File: src/rtl/clb_config_loader_if.sv
// Serial configuration bit stream handshake between a bit source and the CLB loader.
interface clb_config_loader_if;
  logic cfg_bit_i;
  logic cfg_valid_i;
  logic cfg_ready_o;

  modport master (output cfg_bit_i, output cfg_valid_i, input cfg_ready_o);
  modport slave  (input cfg_bit_i, input cfg_valid_i, output cfg_ready_o);
endinterface

File: src/rtl/clb_config_loader.sv
// Loads a parity-protected serial frame of NUM_CLB config words into a shadow
// store and commits all words to confi_o atomically once every record checks out.
module clb_config_loader #(
  parameter int NUM_CLB = 4,
  parameter int CFG_W   = 13
) (
  input  logic                     clk_i,
  input  logic                     rst_ni,
  input  logic                     start_i,
  clb_config_loader_if.slave       cfg,
  output logic [NUM_CLB*CFG_W-1:0] confi_o,
  output logic                     busy_o,
  output logic                     done_o,
  output logic                     err_o
);

  localparam int BCW = $clog2(CFG_W + 1);
  localparam int WCW = (NUM_CLB > 1) ? $clog2(NUM_CLB) : 1;

  typedef enum logic [1:0] {IDLE, SHIFT, COMMIT, ERROR} state_e;

  state_e                          state_q, state_d;
  logic [BCW-1:0]                  bit_cnt_q, bit_cnt_d;
  logic [WCW-1:0]                  word_cnt_q, word_cnt_d;
  logic [CFG_W-1:0]                sreg_q, sreg_d;
  logic [NUM_CLB-1:0][CFG_W-1:0]   shadow_q, shadow_d;
  logic [NUM_CLB-1:0][CFG_W-1:0]   confi_q, confi_d;
  logic                            err_q, err_d;
  logic                            accept;

  assign cfg.cfg_ready_o = (state_q == SHIFT);
  assign busy_o          = (state_q == SHIFT) || (state_q == COMMIT);
  assign done_o          = (state_q == COMMIT);
  assign err_o           = err_q;
  assign confi_o         = confi_q;

  // A start pulse in SHIFT wins over a bit offered in the same cycle.
  assign accept = cfg.cfg_valid_i && cfg.cfg_ready_o && !start_i;

  always_comb begin
    state_d    = state_q;
    bit_cnt_d  = bit_cnt_q;
    word_cnt_d = word_cnt_q;
    sreg_d     = sreg_q;
    shadow_d   = shadow_q;
    confi_d    = confi_q;
    err_d      = err_q;
    case (state_q)
      IDLE, ERROR: begin
        if (start_i) begin
          state_d    = SHIFT;
          err_d      = 1'b0;
          bit_cnt_d  = '0;
          word_cnt_d = '0;
          sreg_d     = '0;
        end
      end
      SHIFT: begin
        if (start_i) begin
          bit_cnt_d  = '0;
          word_cnt_d = '0;
          sreg_d     = '0;
        end else if (accept) begin
          if (bit_cnt_q != BCW'(CFG_W)) begin
            // LSB arrives first, so shift right and insert at the top.
            sreg_d            = sreg_q >> 1;
            sreg_d[CFG_W-1]   = cfg.cfg_bit_i;
            bit_cnt_d         = bit_cnt_q + BCW'(1);
          end else begin
            bit_cnt_d = '0;
            sreg_d    = '0;
            if (^{sreg_q, cfg.cfg_bit_i}) begin
              state_d    = ERROR;
              err_d      = 1'b1;
              shadow_d   = '0;
              word_cnt_d = '0;
            end else begin
              shadow_d[word_cnt_q] = sreg_q;
              if (word_cnt_q == WCW'(NUM_CLB - 1)) begin
                // Commit the whole frame on the same edge the last word lands,
                // so confi_o and done_o appear together one cycle later.
                word_cnt_d = '0;
                state_d    = COMMIT;
                confi_d    = shadow_d;
              end else begin
                word_cnt_d = word_cnt_q + WCW'(1);
              end
            end
          end
        end
      end
      COMMIT:  state_d = IDLE;
      default: state_d = IDLE;
    endcase
  end

  always_ff @(posedge clk_i) begin
    if (!rst_ni) begin
      state_q    <= IDLE;
      bit_cnt_q  <= '0;
      word_cnt_q <= '0;
      sreg_q     <= '0;
      shadow_q   <= '0;
      confi_q    <= '0;
      err_q      <= 1'b0;
    end else begin
      state_q    <= state_d;
      bit_cnt_q  <= bit_cnt_d;
      word_cnt_q <= word_cnt_d;
      sreg_q     <= sreg_d;
      shadow_q   <= shadow_d;
      confi_q    <= confi_d;
      err_q      <= err_d;
    end
  end

endmodule

File: src/flat_wrapper.sv
// flat-port wrapper written by rule: the top's interface ports become plain ports
module clb_config_loader_flat 
#(
  parameter int NUM_CLB = 4,
  parameter int CFG_W   = 13
)
  (clk_i, rst_ni, start_i, confi_o, busy_o, done_o, err_o, cfg_cfg_bit_i, cfg_cfg_valid_i, cfg_cfg_ready_o);
  clb_config_loader_if cfg_i ();
  input  logic clk_i;
  input  logic rst_ni;
  input  logic start_i;
  output logic [NUM_CLB*CFG_W-1:0] confi_o;
  output logic busy_o;
  output logic done_o;
  output logic err_o;
  input wire logic [$bits(cfg_i.cfg_bit_i)-1:0] cfg_cfg_bit_i;
  input wire logic [$bits(cfg_i.cfg_valid_i)-1:0] cfg_cfg_valid_i;
  output wire logic [$bits(cfg_i.cfg_ready_o)-1:0] cfg_cfg_ready_o;
  assign cfg_i.cfg_bit_i = cfg_cfg_bit_i;
  assign cfg_i.cfg_valid_i = cfg_cfg_valid_i;
  assign cfg_cfg_ready_o = cfg_i.cfg_ready_o;
  clb_config_loader #(.NUM_CLB(NUM_CLB), .CFG_W(CFG_W)) u_core (.clk_i(clk_i), .rst_ni(rst_ni), .start_i(start_i), .cfg(cfg_i), .confi_o(confi_o), .busy_o(busy_o), .done_o(done_o), .err_o(err_o));
endmodule
File: config.mk
export PLATFORM = sky130hd
export DESIGN_NAME = clb_config_loader_flat
export DESIGN_NICKNAME = d
export VERILOG_FILES = /design/src/rtl/clb_config_loader_if.sv /design/src/rtl/clb_config_loader.sv /design/src/flat_wrapper.sv
export SDC_FILE = /design/constraint.sdc
export NUM_CORES = 1
export LEC_CHECK = 0
export ABC_AREA = 0
export BUFFER_PORTS_ARGS = -buffer_cell sky130_fd_sc_hd__buf_2
export CORE_ASPECT_RATIO = 0.6
export CORE_MARGIN = 2
export CORE_UTILIZATION = 42
export CTS_CLUSTER_DIAMETER = 80
export DETAILED_ROUTE_END_ITERATION = 8
export HOLD_SLACK_MARGIN = 0.12
export PLACE_DENSITY = 0.67
export SETUP_SLACK_MARGIN = 0.3
export SYNTH_ARGS = -nofsm -noshare
export SYNTH_HDL_FRONTEND = slang
export SYNTH_SLANG_ARGS = --single-unit
File: constraint.sdc
create_clock -name clk_i -period 2.5 [get_ports clk_i]
set_clock_uncertainty 0.05 [all_clocks]
set_input_delay 0.5 -clock clk_i [delete_from_list [all_inputs] [get_ports clk_i]]
set_output_delay 0.5 -clock clk_i [all_outputs]
set_load 0.02 [all_outputs]
---- Yosys cells after proc, flatten, opt, wreduce, memory -nomap -nowiden ----
Cells that the tools add are included.
word-level totals
  register bits after elaboration ......... 126
  output and inout port bits .............. 56
cells by class
  add/subtract/negate cells ............... 2
  $lt $le $gt $ge ......................... 2
  equality and inequality tests ........... 13
  mux-type cells .......................... 34
  bitwise gates (word level) .............. 3
  reduce and logical (&&, ||, !) cells .... 15
operators with widths
  operator                                                    count
  2-to-1 mux 13 bit                                           5
  bitwise mux 52 bit                                          1
  2-to-1 mux 52 bit                                           1
  demux 13 bit (select 2 bit)                                 1
  one-hot mux 13 bit (2 select lines)                         1
  2-to-1 mux 2 bit                                            12
  2-to-1 mux 4 bit                                            4
  XOR reduction 14 bit                                        1
  AND reduction 6 bit                                         2
  != test 2 bit, second input constant                        5
  != test 3 bit, second input constant                        3
  one-hot mux 4 bit (2 select lines)                          1
  AND reduction 4 bit                                         2
  == test 2 bit, second input constant                        3
  one-hot mux 2 bit (3 select lines)                          1
  2-to-1 mux 1 bit                                            5
  AND reduction 5 bit                                         1
  adder 4 x 1 -> 4 bit, second input constant                 1
  != test 4 bit, second input constant                        1
  one-hot mux 2 bit (2 select lines)                          1
  logical AND 1 bit                                           3
  less-than comparator 2 x 3 -> 1 bit, second input constant  1
  inverter 1 bit                                              3
  AND reduction 3 bit                                         1
  9 further kinds                                             9

---- Logic depth before layout (Yosys ltp) ----
Gate-level depths: netlist (run 1).
  word-level depth ........................ 7
  mapped depth ............................ 10
  mapped depth without buffers ............ 7

---- Worst setup path after synthesis (run 1) ----
OpenSTA, ideal clock, no wires.
  kind .................................... reg-to-reg
  start point ............................. register u_core.state_q[1]
  end point ............................... register u_core.confi_q, in the netlist u_core.confi_o[39]
  setup time .............................. 128 ps
  arrival ................................. 2,157 ps
  setup slack ............................. 165 ps
  cell stages (with the launch flop) ...... 11
  buffers on the path ..................... 3
  clock period less this slack ............ 2,335 ps
  cell sequence ........................... dfxtp_1 -> inv_1 -> ha_1 -> nor2b_1 -> and3_1 -> and2_1 -> clkbuf_1 -> and2_1 -> buf_2 -> clkbuf_1 -> o21ai_0
between the ends
  cells in the longest elaborated chain, start to end .. 4
RTL lines
  element                            RTL line                  RTL
  start: declaration                 clb_config_loader.sv:22   state_e state_q, state_d;
  start signal: assignment           clb_config_loader.sv:107  state_q <= state_d;
  == test 2 x 1 -> 1 bit (*)         clb_config_loader.sv:31   assign cfg.cfg_ready_o = (state_q == SHIFT);
  named net cfg_cfg_ready_o          flat_wrapper.sv:18        output wire logic [$bits(cfg_i.cfg_ready_o)-1:0] cfg_cfg_ready_o;
  logical AND 1 bit (2 in a row)     clb_config_loader.sv:38   assign accept = cfg.cfg_valid_i && cfg.cfg_ready_o && !start_i;
  AND reduction 6 bit (no line) (*)  -
  end signal: assignment             clb_config_loader.sv:112  confi_q <= confi_d;
  end: declaration                   clb_config_loader.sv:27   logic [NUM_CLB-1:0][CFG_W-1:0] confi_q, confi_d;
Mark *: on every way through the listed nets, which the timed path passes. The rest lies on a longest branch.
A chain may end at the register's enable or synchronous reset.

---- Worst setup path after layout (run 1) ----
  start point ............................. register u_core.state_q[1]
  end point ............................... register u_core.confi_q, in the netlist u_core.confi_o[17]
between the ends
  cells in the longest elaborated chain, start to end .. 4
RTL lines
  element                            RTL line
  == test 2 x 1 -> 1 bit (*)         clb_config_loader.sv:31, clb_config_loader.sv:48
  logical AND 1 bit (2 in a row)     clb_config_loader.sv:38
  AND reduction 6 bit (no line) (*)  -
Every way passes the cells marked *; elsewhere a longest branch is shown, timed or not.

==> results.json, run 1 <==
{
  "regArea_mm2": 0.00226,
  "powerDensity_mw_per_mm2": 736,
  "cts_tree": "built",
  "multi_input_area_mm2": 0.00220,
  "dieArea_mm2": 0.0122,
  "groute.usage.overall": 0.199,
  "synth_area_leaders": "dfxtp_1 (48%), mux2i_1 (8.2%), a22o_1 (7.4%)",
  "whs_ps": 328,
  "gr-total-overflow": 0,
  "dpl.cell_count": 645,
  "crit_required_ps": 2730,
  "pwr-share-clk": 0.531,
  "firstDrtPassIters": 4,
  "status": "complete, no violations",
  "drt_wl_total_um": 11800,
  "seq_area_frac_synth": 0.477,
  "synth_top_cell_area_share": 0.477,
  "rows": 29,
  "internal_power_mw": 3.38,
  "area_growth_pct": 22.8,
  "netlist_instances": 472,
  "p_leak_nw": 2.31,
  "ys_ff_latch": 113,
  "rsz0062_at_grt": "false",
  "max-slew-margin-rel": 0.713,
  "ys_warn_count": 0,
  "drtAntennaViolNets": 0,
  "cts_made_buffers": 17,
  "p_comb_frac": 0.045,
  "crit_path_end_kind": "flip-flop",
  "period_minus_slack_ps": 2110,
  "antenna_found_initial": 0,
  "netlist-cell-type-count": 40,
  "start_kind": "flip-flop",
  "synth_common_cells": "dfxtp_1 (113), a21oi_1 (45), a211oi_1 (40), a22o_1 (40), mux2i_1 (39)",
  "worstSkewPairLatency_ps": 410,
  "cts_buffer_depth": 2,
  "drt_iter0_drc": 309,
  "layout-drive-gt1-share": 0.242,
  "arrival_ps": 2330,
  "hold_viol": 0,
  "drcViolationCount": 0,
  "die_w_um": 141,
  "critPathKind": "reg2reg",
  "setup-violations-final": 0,
  "worstHoldPathType": "in2reg",
  "fill_cells": 949,
  "synth_top_area_cell": "dfxtp_1",
  "first_global_vias": 3562,
  "post_cts_buffers": 0,
  "io_pins": 61,
  "min_period_over_period": 0.842,
  "layout.cells.non_filler": 676,
  "cap_violations": 0,
  "synthArstFlopShare": 0,
  "grt_start_max_net_pins": 40,
  "avgSynthCellArea_um2": 10.0,
  "p_switching_uw": 899,
  "final_area_mm2": 0.00582,
  "gp_congestion": 0.783,
  "core_mm2": 0.0108,
  "viasPerCell": 5.66,
  "critPathMaxFanout": 22,
  "post-route-util": 0.540,
  "wl_per_cell_um": 17.4,
  "antenna_cells": 0,
  "tightest_slew_ps": 427,
  "timing.setup.tns_ps": 0,
  "cts.clk_slew.worst_paths_ps": 50,
  "fmax_mhz": 475,
  "vias": 3829,
  "drv_slew": 0,
  "grt_first_pass_wirelength_um": 18800,
  "max-vdd-ir-drop_mv": 0.562,
  "cts_hold_buf": 0,
  "place.port_buffers": 60,
  "synth_ff_type": "dfxtp_1",
  "die_y_um": 86.3,
  "power_frac_seq": 0.423,
  "hpwl_um": 7820,
  "fin_nets": 538,
  "r2r_slack_ps": 390,
  "syn_nets": 485,
  "place_area_mm2": 0.00520,
  "syn_area_mm2": 0.00474,
  "clockRootBuffer": "clkbuf_16",
  "yosysMostFrequentCell": "dfxtp_1",
  "numClockSinks": 113,
  "ctsHtreeMaxLevel": 4,
  "initial_core_util": 0.440,
  "netSwitchingFraction": 0.210,
  "synth_edf_count": 0
}
[what timing repair did]
action,4_1_cts,5_1_grt
pin swaps,2,0
gates resized for setup,3,11
endpoints found under the setup margin,76,92
[worst max-delay path, cell delays in order, from the launching register on]
cell	delay, ps
dfxtp_1	330
inv_1	60
ha_2	240
nor2b_4	200
and3_2	260
and2_1	250
and2_1	250
buf_6	230
a211oi_1	100
[layer usage]
layer	GRT usage	up-vias	wire length [µm]
met1	0.291	1866	5960
met3	0.0514	7	633
li1	-	1852	-
met2	0.286	104	5060
met4	0.0700	0	102
met5	0	-	0
[cell families (layout without fill, tap and decap cells)]
group | Yosys count | in the layout | synth area share
and+or+nand+nor | 72 | 72 | 0.0787
DFF | 113 | 113 | 0.477
adders and majority gates | 8 | 8 | 0.0211
muxes | 39 | 39 | 0.0824
AOI/OAI and AO/OA | 164 | 164 | 0.246
xor gates and xnor gates | 12 | 12 | 0.0314
buffers and inverters | 64 | 129 | 0.0628
[cell usage in the layout (no fill, tap or decap), drive strengths merged, types with 7 or more instances in the layout]
cell / synthesis / final
a211oi: 40 / 40
a21oi: 45 / 45
a22o: 40 / 40
a22oi: 13 / 13
buf: 23 / 90
clkbuf: 33 / 27
dfxtp: 113 / 113
ha: 8 / 8
inv: 7 / 7
mux2i: 39 / 39
nand2: 18 / 18
nand4: 13 / 13
nor2: 18 / 18
o21ai: 17 / 17
xnor2: 8 / 8
[power by group through the flow]
stage | combinational, mW | clock, mW | sequential [mW]
detailed placement | 0.188 | 0 | 1.85
global route | 0.210 | 2.42 | 1.81
finish | 0.193 | 2.28 | 1.81
global placement | 0.183 | 0 | 1.85
floorplan | 0.133 | 0 | 1.85
CTS | 0.189 | 2.32 | 1.81
[final cells by class]
cell class | instances | area share
sequential | 113 | 0.389
multi-input combinational | 295 | 0.378
timing repair buffer | 90 | 0.100
clock buffer | 27 | 0.0899
tap | 139 | 0.0299
clock inverter | 4 | 0.00817
inverter | 8 | 0.00516
[sequential cells by signal (all words and copies together), names as in the netlist]
name               count
u_core.confi_o        52
u_core.state_q         2
u_core.word_cnt_q      2
u_core.bit_cnt_q       4
u_core.sreg_q         13
u_core.err_o           1
u_core.shadow_q       39
[stage by stage]
stage                     power, mW  worst slack, ps
after floorplan                1.98              372
after global placement         2.03              211
after detailed placement       2.04              141
after CTS                      4.32              299
after global routing           4.44              298
final                          4.28              395
[worst paths after layout]
path                            from            endpoint  depth (start not counted)
setup / recovery   u_core.state_q[1]  u_core.confi_o[17]                          8
hold / removal         cfg_cfg_bit_i   u_core.sreg_q[12]                          3
setup reg to reg   u_core.state_q[1]  u_core.confi_o[17]                          8
hold reg to reg   u_core.confi_o[50]  u_core.confi_o[50]                          2
(Power assumes the default switching activity.)
==> run 2, diff against run 1 <==
--- a/config.mk
+++ b/config.mk
@@ -5,7 +5,7 @@
 export SDC_FILE = /design/constraint.sdc
 export NUM_CORES = 1
 export LEC_CHECK = 0
-export ABC_AREA = 0
+export ABC_AREA = 1
 export BUFFER_PORTS_ARGS = -buffer_cell sky130_fd_sc_hd__buf_2
 export CORE_ASPECT_RATIO = 0.6
 export CORE_MARGIN = 2
==> constraint.sdc (replaced) <==
create_clock -name clk_i -period 2 [get_ports clk_i]
set_clock_uncertainty 0.05 [all_clocks]
set_input_delay 0.4 -clock clk_i [delete_from_list [all_inputs] [get_ports clk_i]]
set_output_delay 0.4 -clock clk_i [all_outputs]
set_load 0.02 [all_outputs]
==> results.json, run 2 <==
{
  "power_frac_seq": 0.377,
  "crit_required_ps": 2240,
  "grt_first_pass_wirelength_um": 24000,
  "critPathKind": "reg2reg",
  "wl_per_cell_um": 16.6,
  "drv_slew": 0,
  "powerDensity_mw_per_mm2": 890,
  "drcViolationCount": 0,
  "r2r-start": "u_core.sreg_q[8]",
  "numClockSinks": 120,
  "fin_nets": 828,
  "drtAntennaViolNets": 0,
  "antenna_found_initial": 0,
  "worstSkewPairLatency_ps": 410,
  "synth_edf_count": 0,
  "cts_buffer_depth": 2,
  "final_common_cell": "nand2_1",
  "fmax_mhz": 515,
  "syn_nets": 736,
  "cts_hold_buf": 0,
  "rows": 31,
  "groute.usage.overall": 0.226,
  "clockRootBuffer": "clkbuf_16",
  "synth_top_family_by_area": "simple AND/OR/NAND/NOR gates",
  "worstHoldPathType": "in2reg",
  "dpl.cell_count": 937,
  "ys_ff_latch": 120,
  "cap_violations": 0,
  "status": "complete, no violations",
  "internal_power_mw": 4.90,
  "worst-r2r-cell-count": 14,
  "layout.cells.non_filler": 992,
  "layout-drive-gt1-share": 0.368,
  "drt_wl_total_um": 16500,
  "io_pins": 61,
  "max-slew-margin-rel": 0.562,
  "gp_congestion": 0.844,
  "r2r_slack_ps": 60,
  "netlist_instances": 723,
  "synthArstFlopShare": 0,
  "p_switching_mw": 1.60,
  "p_comb_frac": 0.120,
  "p_leak_nw": 3.08,
  "ctsHtreeMaxLevel": 4,
  "initial_core_util": 0.435,
  "arrival_ps": 2180,
  "cts_tree": "built",
  "final_cell_mix": "nand2_1 (250), a21oi_1 (106), dfxtp_1 (106)",
  "drt_iter0_drc": 468,
  "synth_xor_area_frac": 0.00659,
  "synth_ff_type": "dfxtp_1",
  "regToRegEndpoint": "u_core.confi_o[50]",
  "start_kind": "flip-flop",
  "antenna_cells": 0,
  "ys_warn_count": 0,
  "pwr-share-clk": 0.503,
  "seq_area_frac_synth": 0.452,
  "firstDrtPassIters": 5,
  "hold_end": "u_core.err_o",
  "crit_path_end_kind": "flip-flop",
  "yosys.area_share.simple": 0.254,
  "hold_viol": 0,
  "viasPerCell": 5.25,
  "yosysMostFrequentCell": "nand2_1",
  "max-vdd-ir-drop_mv": 0.568,
  "synthAdderAreaFrac": 0.0188,
  "dieArea_mm2": 0.0136,
  "synth_area_leaders": "dfxtp_1 (45%), nand2_1 (21%), a21oi_1 (12%)",
  "syn_area_mm2": 0.00532,
  "hpwl_um": 9860,
  "path_cells": "inv_2, nand2_2, nand2_2, nand2_1, nand3_1, nand2_2, inv_2, nand2_1, nand2_2, nor2_4, nand2_4, buf_12, nand2_1, a21oi_2",
  "critPathMaxFanout": 18,
  "period_minus_slack_ps": 1940,
  "cp_common_cell": "nand2_2",
  "synth_top_area_cell": "dfxtp_1",
  "tightest_slew_ps": 657,
  "setup-violations-final": 0,
  "cts_made_buffers": 17,
  "cts.clk_slew.worst_paths_ps": 50,
  "core_mm2": 0.0122,
  "synth_top_cell_area_share": 0.452,
  "cpPeakStageDelay_ps": 400,
  "worstHoldPathCells": 3,
  "netSwitchingFraction": 0.246,
  "post-route-util": 0.598,
  "critPathSlowestCell": "dfxtp_4",
  "synth_common_cells": "nand2_1 (298), a21oi_1 (124), dfxtp_1 (120), inv_1 (28), mux2_2 (28)",
  "gr-total-overflow": 0,
  "vias": 5205,
  "min_from": "rst_ni",
  "area_growth_pct": 37.5,
  "largest_reg_flops": 52,
  "avgSynthCellArea_um2": 7.35,
  "synth_compound_area_frac": 0.135,
  "netlist-cell-type-count": 31,
  "rsz0062_at_grt": "true",
  "timing.setup.tns_ps": 0,
  "first_global_vias": 4854,
  "grt_start_max_net_pins": 80,
  "min_period_over_period": 0.972,
  "die_w_um": 149,
  "synth_mux_area_frac": 0.0593,
  "die_y_um": 91.2,
  "place.port_buffers": 60
}
## run 2: final cells by class
class                      instances  area [µm²]
clock buffer                      23         488
clock inverter                     8         143
fill                            1043        4910
inverter                          36         150
multi-input combinational        523        2880
sequential                       120        2440
tap                              165         206
timing repair buffer             117        1000
## run 2: worst max-delay path, delay by kind of cell (launching register included)
kind	cells	cell delay [ps]
and+or+nand+nor	10	990
buffers and inverters	3	310
AOI/OAI and AO/OA	1	50
DFF	1	400
## run 2: what timing repair did
action,4_1_cts,5_1_grt
setup buffers,7,7
gates resized for setup,40,93
pin swaps,25,32
gates cloned,3,7
endpoints found under the setup margin,118,120
endpoints found under the hold margin,0,0
## run 2: worst max-delay path by stage
stage                                  from            endpoint  depth (start not counted)
after floorplan           u_core.state_q[0]    u_core.sreg_q[5]                         12
after global placement     u_core.sreg_q[0]  u_core.confi_o[33]                         14
after detailed placement   u_core.sreg_q[0]  u_core.confi_o[50]                         14
after CTS                  u_core.sreg_q[0]   u_core.confi_o[0]                         15
after global routing       u_core.sreg_q[4]  u_core.confi_o[15]                         15
final                      u_core.sreg_q[8]  u_core.confi_o[50]                         14
## run 2: logic make-up (layout without fill, tap and decap cells)
logic type / Yosys count / count (layout)
simple gates: 342 / 342
compound gates: 141 / 141
flops: 120 / 120
buf+inv: 80 / 184
mux: 28 / 28
fa+ha+maj: 8 / 8
xor+xnor: 4 / 4
## run 2: through the flow
step                      setup slack, ps  hold WS [ps]  cell area (µm²)  power [mW]
after floorplan                       269           392             5450        3.01
after global placement               89.9           385             5960        3.15
after detailed placement            -10.5           395             5960        3.17
after CTS                             134           216             6840        6.42
after global routing                -78.6           261             7310        6.70
final                                56.5           239             7310        6.50
## run 2: routing by layer
layer / part of all wire / routed length (µm) / GRT usage / up-vias
met1: 0.47 / 7700 / 0.318 / 2473
li1: - / - / - / 2501
met3: 0.079 / 1310 / 0.0513 / 25
met2: 0.44 / 7220 / 0.342 / 206
met4: 0.016 / 265 / 0.0770 / 0
met5: 0 / 0 / 0 / -
## run 2: power by group through the flow
stage          sequential, mW  combinational (mW)  clock, mW
2_1_floorplan            2.51               0.493          0
3_3_place_gp             2.50               0.648          0
3_5_place_dp             2.51               0.664          0
4_1_cts                  2.45               0.668       3.30
5_1_grt                  2.45               0.844       3.41
6_report                 2.45               0.781       3.27
==> run 3, diff against run 2 <==
==> constraint.sdc (replaced) <==
create_clock -name clk_i -period 1.85 [get_ports clk_i]
set_clock_uncertainty 0.05 [all_clocks]
set_input_delay 0.37 -clock clk_i [delete_from_list [all_inputs] [get_ports clk_i]]
set_output_delay 0.37 -clock clk_i [all_outputs]
set_load 0.02 [all_outputs]
==> results.json, run 3 (synthesized netlist as in run 2, its figures left out) <==
{
  "start_kind": "flip-flop",
  "cp_common_cell": "nand2_2",
  "numClockSinks": 120,
  "vias": 5484,
  "worstSkewPairLatency_ps": 420,
  "die_w_um": 149,
  "cts_buffer_depth": 2,
  "cts_made_buffers": 17,
  "dieArea_mm2": 0.0136,
  "gp_congestion": 0.845,
  "drt_wl_total_um": 17900,
  "crit_required_ps": 2140,
  "gr-total-overflow": 0,
  "grt_first_pass_wirelength_um": 24100,
  "post-route-util": 0.656,
  "antenna_cells": 0,
  "clockRootBuffer": "clkbuf_16",
  "cts_tree": "built",
  "drv_slew": 0,
  "setup-violations-final": 104,
  "layout.cells.non_filler": 1025,
  "max-vdd-ir-drop_mv": 0.596,
  "max-slew-margin-rel": 0.623,
  "largest_reg_flops": 52,
  "drt_iter0_drc": 436,
  "drtAntennaViolNets": 0,
  "cts.clk_slew.worst_paths_ps": 60,
  "fmax_mhz": 505,
  "grt_start_max_net_pins": 81,
  "tightest_slew_ps": 560,
  "critPathMaxFanout": 6,
  "first_global_vias": 4855,
  "area_growth_pct": 50.8,
  "cpPeakStageDelay_ps": 370,
  "core_mm2": 0.0122,
  "io_pins": 61,
  "status": "finished with violations",
  "fill_cells": 927,
  "p_leak_nw": 3.43,
  "cts_hold_buf": 0,
  "worst_slack_ps": -132,
  "critPathSlowestCell": "dfxtp_4",
  "place.port_buffers": 60,
  "dpl.cell_count": 946,
  "whs_ps": 212,
  "antenna_found_initial": 1,
  "viasPerCell": 5.35,
  "rows": 31,
  "hold_viol": 0,
  "groute.usage.overall": 0.223,
  "drcViolationCount": 0,
  "worstHoldPathType": "in2reg",
  "crit_path_end_kind": "flip-flop",
  "wl_per_cell_um": 17.5,
  "layout-drive-gt1-share": 0.451,
  "path_cells": "nand2_2, inv_2, nor2_2, nand2_1, nand3_2, nand2_4, inv_2, nand2_2, nand2_2, nand2_4, nor2_8, buf_12, clkbuf_16, nand2_1, a21oi_2",
  "initial_core_util": 0.435,
  "violations": "setup timing",
  "ctsHtreeMaxLevel": 4,
  "fin_nets": 860,
  "hpwl_um": 9760,
  "cap_violations": 0,
  "firstDrtPassIters": 5,
  "die_y_um": 91.2,
  "final_common_cell": "nand2_1",
  "arrival_ps": 2270,
  "period_minus_slack_ps": 1980,
  "min_period_over_period": 1.07,
  "powerDensity_mw_per_mm2": 912,
  "place_area_mm2": 0.00603,
  "final_area_mm2": 0.00802,
  "critPathKind": "reg2reg",
  "rsz0062_at_grt": "true",
  "final_cell_mix": "nand2_1 (216), dfxtp_1 (106), a21oi_1 (93)"
}
==> run 3: worst max-delay path: cells and delay by family, from the launching register on <==
kind / cells / cell delay, ps
AND/OR/NAND/NOR: 10 / 930
AO/OA/AOI/OAI: 1 / 140
flip-flops: 1 / 370
buffers and inverters: 4 / 410
==> run 3: final timing paths <==
check	start	endpoint	slack [ps]	depth (start not counted)
worst max-delay path	u_core.sreg_q[8]	u_core.confi_o[30]	-130	15
worst min-delay path	rst_ni	u_core.state_q[1]	210	3
worst max register to register	u_core.sreg_q[8]	u_core.confi_o[30]	-130	15
worst min register to register	u_core.err_o	u_core.err_o	390	2
==> run 3: final cells by class <==
class                   count  area [µm²]  area share
repair buffers            149        1490       0.186
multi-input cells         523        3120       0.389
flip-flops and latches    120        2440       0.305
clock buffers              21         470      0.0587
inverters                  36         144      0.0179
clock inverters            11         145      0.0181
well taps                 165         206      0.0257
==> run 3: where the power goes <==
part	total (mW)	internal, mW	switching, mW
clock network	3.47	2.22	1.25
logic	1.20	0.534	0.663
registers	2.65	2.61	0.0322
==> run 3: timing repair <==
action | CTS | global route
setup buffers | 9 | 22
cloned | 4 | 12
pin swaps | 5 | 50
endpoints found under the setup margin | 123 | 123
resized for setup | 50 | 168
hold endpoints to repair | 0 | 0
==> run 3: layer usage <==
metal  wire (µm)  vias to the layer above  track usage
li1            -                     2576            -
met1        8210                     2651        0.318
met2        8280                      221        0.337
met3        1160                       36       0.0467
met4         297                        0       0.0698
met5           0                        -            0
==> run 3: stage by stage <==
stage	setup slack, ps	total power [mW]	TNS (ps)
floorplan	119	3.24	0
global placement	-50.9	3.42	-1000
detailed placement	-92.7	3.44	-1520
CTS	46.4	6.86	0
global route	-267	7.51	-17070
finish	-132	7.31	-6360
